### config.mk
export PLATFORM = sky130hd
export DESIGN_NAME = amiga_clk_sequencer
export DESIGN_NICKNAME = d
export VERILOG_FILES = /design/src/rtl/amiga_clk_pkg.sv /design/src/rtl/amiga_clk_sequencer_sync2_ff.sv /design/src/rtl/amiga_clk_sequencer.sv
export SDC_FILE = /design/constraint.sdc
export NUM_CORES = 1
export LEC_CHECK = 0
export CAP_MARGIN = 25
export CORE_MARGIN = 2
export CORE_UTILIZATION = 48
export DETAILED_ROUTE_END_ITERATION = 8
export PLACE_DENSITY = 0.74
export SLEW_MARGIN = 15
export SYNTH_ARGS = -nofsm -noshare
export SYNTH_HDL_FRONTEND = slang
export SYNTH_HIERARCHICAL = 1
export SYNTH_SLANG_ARGS = --single-unit
### constraint.sdc
create_clock -name clk -period 1.5 [get_ports clk]
set_input_delay 0.15 -clock clk [delete_from_list [all_inputs] [get_ports clk]]
set_output_delay 0.15 -clock clk [all_outputs]
set_load 0.1 [all_outputs]
### src/rtl/amiga_clk_pkg.sv
// Shared types and constants for the Amiga clock sequencer.
//   seq_state_t    : sequencer FSM states
//   PH_CLK7/CLK7N  : phase[1:0] values that produce the two 7 MHz strobes
//   ECLK_MAX       : last E-clock count before wrapping to 0
//   ECLK_HI_START  : first E-clock count for which E is high
package amiga_clk_pkg;

    typedef enum logic [1:0] {
        WAIT_LOCK = 2'd0,
        HOLD      = 2'd1,
        ALIGN     = 2'd2,
        RUN       = 2'd3
    } seq_state_t;

    localparam logic [1:0] PH_CLK7       = 2'd3;
    localparam logic [1:0] PH_CLK7N      = 2'd1;
    localparam logic [3:0] ECLK_MAX      = 4'd9;
    localparam logic [3:0] ECLK_HI_START = 4'd6;

endpackage

### src/rtl/amiga_clk_sequencer_sync2_ff.sv
// sync2_ff: two-flop synchroniser for a single asynchronous level.
// Ports:
//   clk      : destination clock
//   reset_n  : asynchronous active-low reset, both flops clear to 0
//   d_i      : asynchronous input level
//   q_o      : synchronised level, two clk of latency
module sync2_ff (
    input  logic clk,
    input  logic reset_n,
    input  logic d_i,
    output logic q_o
);

    logic meta_q;
    logic sync_q;

    always_ff @(posedge clk or negedge reset_n) begin
        if (!reset_n) begin
            meta_q <= 1'b0;
            sync_q <= 1'b0;
        end else begin
            meta_q <= d_i;
            sync_q <= meta_q;
        end
    end

    assign q_o = sync_q;

endmodule

### src/rtl/amiga_clk_sequencer.sv
// amiga_clk_sequencer: qualifies PLL lock, sequences chipset reset release and
// derives phase-aligned clock enables from a free-running 3-bit phase counter.
// Optional E-clock logic is built only when the macro SEQ_ECLK_EN is defined;
// otherwise eclk_o and eclk_en_o are tied low.
// Ports:
//   clk            : 28.375 MHz PLL clock
//   reset_n        : asynchronous active-low reset
//   pll_locked_i   : PLL lock, asynchronous to clk
//   core_reset_n_o : chipset reset, low except in RUN
//   running_o      : high while in RUN
//   phase_o        : phase counter
//   clk7_en_o      : 7 MHz strobe at phase[1:0]==3
//   clk7n_en_o     : 7 MHz strobe at phase[1:0]==1
//   c1_o / c3_o    : 7 MHz quadrature levels
//   cck_o          : colour clock level
//   eclk_o         : CIA E-clock level
//   eclk_en_o      : strobe on the E falling edge
//
// state     | meaning
// WAIT_LOCK | waiting for synchronised lock
// HOLD      | lock must stay high for LOCK_HOLD clk
// ALIGN     | waiting for phase 7 so RUN starts at phase 0
// RUN       | chipset out of reset, enables active
module amiga_clk_sequencer
    import amiga_clk_pkg::*;
#(
    parameter int LOCK_HOLD = 1024,
    parameter int HOLD_W    = 11
) (
    input  logic       clk,
    input  logic       reset_n,
    input  logic       pll_locked_i,
    output logic       core_reset_n_o,
    output logic       running_o,
    output logic [2:0] phase_o,
    output logic       clk7_en_o,
    output logic       clk7n_en_o,
    output logic       c1_o,
    output logic       c3_o,
    output logic       cck_o,
    output logic       eclk_o,
    output logic       eclk_en_o
);

    localparam logic [HOLD_W-1:0] HOLD_LAST = HOLD_W'(LOCK_HOLD - 1);

    logic              lk;
    seq_state_t        state_q, state_d;
    logic [HOLD_W-1:0] hold_q, hold_d;
    logic [2:0]        phase_q, phase_d;
    logic              run_d;
    logic              running_q;
    logic              clk7_q, clk7n_q, c1_q, c3_q, cck_q;

    sync2_ff u_lock_sync (
        .clk     (clk),
        .reset_n (reset_n),
        .d_i     (pll_locked_i),
        .q_o     (lk)
    );

    always_comb begin
        state_d = state_q;
        hold_d  = hold_q;
        case (state_q)
            WAIT_LOCK: begin
                if (lk) begin
                    state_d = HOLD;
                    hold_d  = '0;
                end
            end
            HOLD: begin
                if (hold_q == HOLD_LAST) state_d = ALIGN;
                else                     hold_d  = hold_q + 1'b1;
            end
            ALIGN: begin
                if (phase_q == 3'd7) state_d = RUN;
            end
            default: ;
        endcase
        // Lock loss overrides every other transition.
        if (state_q != WAIT_LOCK && !lk) state_d = WAIT_LOCK;
    end

    assign phase_d = phase_q + 3'd1;
    assign run_d   = (state_d == RUN);

    // Outputs decode the next phase so they line up with phase_o after the edge.
    always_ff @(posedge clk or negedge reset_n) begin
        if (!reset_n) begin
            state_q   <= WAIT_LOCK;
            hold_q    <= '0;
            phase_q   <= '0;
            running_q <= 1'b0;
            clk7_q    <= 1'b0;
            clk7n_q   <= 1'b0;
            c1_q      <= 1'b0;
            c3_q      <= 1'b0;
            cck_q     <= 1'b0;
        end else begin
            state_q   <= state_d;
            hold_q    <= hold_d;
            phase_q   <= phase_d;
            running_q <= run_d;
            clk7_q    <= run_d && (phase_d[1:0] == PH_CLK7);
            clk7n_q   <= run_d && (phase_d[1:0] == PH_CLK7N);
            c1_q      <= run_d && phase_d[1];
            c3_q      <= run_d && (phase_d[1] ^ phase_d[0]);
            cck_q     <= run_d && phase_d[2];
        end
    end

    assign core_reset_n_o = running_q;
    assign running_o      = running_q;
    assign phase_o        = phase_q;
    assign clk7_en_o      = clk7_q;
    assign clk7n_en_o     = clk7n_q;
    assign c1_o           = c1_q;
    assign c3_o           = c3_q;
    assign cck_o          = cck_q;

`ifdef SEQ_ECLK_EN
    logic [3:0] ecnt_q, ecnt_d;
    logic       tick_d;
    logic       eclk_q, eclk_en_q;

    assign tick_d = run_d && (phase_d[1:0] == PH_CLK7);

    always_comb begin
        ecnt_d = ecnt_q;
        if (!run_d)     ecnt_d = '0;
        else if (tick_d) ecnt_d = (ecnt_q == ECLK_MAX) ? 4'd0 : ecnt_q + 4'd1;
    end

    always_ff @(posedge clk or negedge reset_n) begin
        if (!reset_n) begin
            ecnt_q    <= '0;
            eclk_q    <= 1'b0;
            eclk_en_q <= 1'b0;
        end else begin
            ecnt_q    <= ecnt_d;
            eclk_q    <= run_d && (ecnt_d >= ECLK_HI_START);
            eclk_en_q <= tick_d && (ecnt_q == ECLK_MAX);
        end
    end

    assign eclk_o    = eclk_q;
    assign eclk_en_o = eclk_en_q;
`else
    assign eclk_o    = 1'b0;
    assign eclk_en_o = 1'b0;
`endif

endmodule
==> run summary <==
The biggest area contributor in the post-synthesis netlist is dfrtp_1. Detailed placement ended at an HPWL of 1.628 mm. The final cycle utilization of the critical path came out at 98.92%. The run finished with clean final reports. The endpoint identified for the worst register-to-register timing path is hold_q[5]$_DFFE_PN0P_. The run gives 51.13% as the initial cell density of the core. The startpoint of the lowest-slack register-to-register path was state_q[1]$_DFF_PN0_.

Final hold analysis gives a worst-case slack of 164.3 ps. The number of slew-limit violations in the final report was 0. The CTS sink count came out at 24.

Setup repair after global routing could not meet its margin everywhere. The net count of the finished layout is 140. On the critical path, the stage with the largest delay is an instance of dfrtp_1. Clock skew on the completed layout was measured at 3.058 ps. After synthesis, the share of flip-flops with an asynchronous set or reset is 100.0%. Start-to-end type of the worst setup path: reg2reg. The via count of the first global-routing pass was 900. The tools report the type of origin of the critical path as a register. No sink is reached through more buffers than the 2 on the longest clock path. The number of remaining DRC errors came out at 0. Among all flip-flop cells after synthesis, the most frequent one is dfrtp_1. The cell count after synthesis came out at 100. The first-pass GRT wire length is 3.967 mm. Area of the die: 2761 sq um. The clock root buffer master is clkbuf_4.

For the total of endpoints with negative setup slack in the final report, the log shows 0. The number of vias per cell came out at 5.403. The Yosys step of the flow raised 6 warnings. The register-to-register setup slack was 20 ps. For the maximum number of pins on one net before global-route repair, the log shows 25. For the worst setup path, the data required time is 1720 ps.

The count of buffer and inverter cells on the critical path is 1, and the wire length on met1 is 1.014 mm. In this run the power density over the cells is 906.6 nW/um^2. Number of buffers added by the clock tree synthesis step: 3. TritonCTS built the clock tree.

The minimum period implied by the final worst setup slack was 1484 ps; the leakage power total was 0.7660 nW. The floorplan step set the die height to 52.55 um. The worst setup path is captured at a register. The critical path ends at hold_q[5]$_DFFE_PN0P_.

The tools report the first-pass detailed-route iteration total as 4. Sequential elements use 53.10% of the synthesized area. The mean routed wirelength per cell came out at 14.67 um. The mapped netlist covers 1131 sq um.

The worst-skew pair later-pin latency is 320 ps, and the depth of the worst register-to-register path is 5. The kind of cell with the highest combined delay along the critical path is simple AND/OR/NAND/NOR gates. The count of flip-flops with a built-in enable after synthesis came out at 0. The repair_antennas step left the layout with diodes totalling 0. The number of hold-slack violations in the final timing report came out at 0. The top fanout value on the critical path was 5; the average footprint of a synthesized cell was 11.31 sq um. The critical path runs through a total of 5 cells. Routability-driven placement finished with a final weighted congestion of 0.7820.

Timing would allow up to 673.9 MHz. In this run, post-CTS hold repair placed 0 buffers. Summed over all layers, the routed wires come to 2.333 mm.

Yosys mapped the design onto 36 distinct sky130hd cell types. In this run the horizontal extent of the chip is 52.55 um. IR analysis of the VDD net gives a maximum drop of 0.5752 mV. Ranked by total cell area, the synthesized netlist is headed by dfrtp_1 (53%), ha_1 (5.5%), and2_1 (3.3%), nand2_1 (3.3%), mux2i_1 (2.7%). The number of I/O port buffers is 12, and the layout-stage area growth over the synthesis result is 39.49%. In this run the worst hold path is classified as in2async. The signal on the critical path passes through buf_4 > or3b_1 > nand2_1 > a21oi_1 > a31o_1.

In this run the worst setup path begins at state_q[1]$_DFF_PN0_. Once layout is complete, the cells apart from fillers number 159. Global routing finished with a remaining overflow of 0. Across every metal layer, demand over resource in global routing totals 19.82%.

The share of final-layout standard cells stronger than drive strength 1 works out to 33.59%. The highest metal layer carrying signal wires in the routed design is met4. After detailed routing, the met3 layer carries 107 um of wire.

The logs give 859 for the number of vias after detailed routing and 152 for the number of cells in the design after placement. The detailed route wirelength on metal2 is 1.175 mm, and the fill cell instance count of the final layout is 162. The tool flagged a number of max-cap violations equal to 0. The run gives 0 as the number of antenna violations at the first check in global routing.

The region available for standard cell placement spans 2212 sq um. The number of placed I/O pins came out at 15. The largest single stage delay on the critical path is 440 ps. Of the post-synthesis cell area, the dominant cell type holds 53.10%.

The H-tree depth was 1; the CTS clock-pin slew for the worst setup and hold paths was 130 ps. Data arrival time of the critical path: 1700 ps. The synthesized design contains 24 register bits.

The count of nets left with antenna violations once routing finished came out at 0. After the first detailed-routing iteration, the DRC count stood at 12. The cell row count came out at 17.
[per-layer routing]
layer	track usage, %	vias to the layer above
met5	0	-
met3	2.857	4
li1	-	408
met1	25.00	423
met4	8.974	0
met2	33.33	24
[final cells by class]
cell class	count	area, sq um	share of cell area [%]
inverters	4	15.01	0.9516
clock buffers	3	22.52	1.427
clock inverters	1	30.03	1.903
flip-flops and latches	24	609.3	38.62
well taps	28	35.03	2.220
multi-input cells	67	495.5	31.40
repair buffers	32	370.4	23.47
[power by group]
part	internal, mW	switching, mW	leakage, nW	total (mW)
logic	0.107	0.118	0.421	0.225
clock network	0.270	0.203	0.0279	0.473
registers	0.684	0.0481	0.317	0.732
[registers in the layout, indices dropped and copies added (netlist names)]
register and count:
c1_o 1, c3_o 1, cck_o 1, clk7_en_o 1
clk7n_en_o 1, core_reset_n_o 1, hold_q 11, phase_o 3
state_q 2, u_lock_sync/meta_q 1, u_lock_sync/q_o 1
[worst min-delay path by stage]
stage | start | endpoint | slack (ps) | cells after the start
3_5_place_dp | u_lock_sync/meta_q$_DFF_PN0_ | u_lock_sync/q_o$_DFF_PN0_ | 340 | 0
2_1_floorplan | reset_n | c1_o$_DFF_PN0_ | -150 | 0
5_1_grt | reset_n | hold_q[3]$_DFFE_PN0P_ | 170 | 2
3_3_place_gp | u_lock_sync/meta_q$_DFF_PN0_ | u_lock_sync/q_o$_DFF_PN0_ | 340 | 0
4_1_cts | reset_n | cck_o$_DFF_PN0_ | 160 | 2
6_report | reset_n | hold_q[3]$_DFFE_PN0P_ | 160 | 2
[layout by cell type, fill, tap and decap left out, types with 2 or more instances in the layout]
master           count
xnor2_1              2
dfrtp_1             21
nand3_1              3
inv_1                4
a31oi_1              2
ha_1                 4
buf_4               20
clkbuf_4             3
and2_1               6
nand2_1             10
dfrtp_4              2
nor2_1               6
conb_1               2
and4_1               2
mux2i_1              3
nor3_1               3
a21oi_1              2
buf_12              10
clkdlybuf4s50_1      2
[metrics by stage]
step / cell area [sq um] / setup TNS (ps) / util [%] / setup WS, ps / total power, mW
final: 1578 / 0 / 71.32 / 16.13 / 1.430
after global routing: 1578 / -171.3 / 71.32 / -91.95 / 1.498
after CTS: 1556 / 0 / 70.36 / 5.596 / 1.424
after detailed placement: 1484 / -43.13 / 67.08 / -19.83 / 0.9257
after global placement: 1484 / 0 / 67.08 / 27.71 / 0.9126
after floorplan: 1144 / 0 / - / 1.055 / 0.8455
[synth_stat cells, types with 2 or more instances]
cell type,count
dfrtp_1,24
nand2_1,10
and2_1,6
nor2_1,6
ha_1,5
inv_1,4
a21oi_1,3
and4_1,3
buf_4,3
mux2i_1,3
nand3_1,3
nor3_1,3
a31oi_1,2
and3b_1,2
xnor2_1,2
[cells by family after synthesis]
family / Yosys count / share of synthesized area [%]
XOR/XNOR: 2 / 1.549
flip-flops: 24 / 53.10
adder cells (fa/ha/maj): 5 / 5.531
buffers and inverters: 10 / 5.087
AND/OR/NAND/NOR: 41 / 20.80
other: 1 / 0.3315
multiplexers: 3 / 2.655
AO/OA/AOI/OAI: 14 / 10.95
[worst register-to-register path, stage by stage, from the launching register on]
cell and delay [ps]:
dfrtp_1 440, buf_4 160, or3b_1 440, nand2_1 100
a21oi_1 40, a31o_1 210
[what timing repair did]
action / 4_1_cts / 5_1_grt
gates resized for setup: 3 / 2
setup buffers: 2 / 1
endpoints found under the setup margin: 6 / 10
pin swaps: 1 / 3
Note: power is estimated with default switching activity, not from simulation.
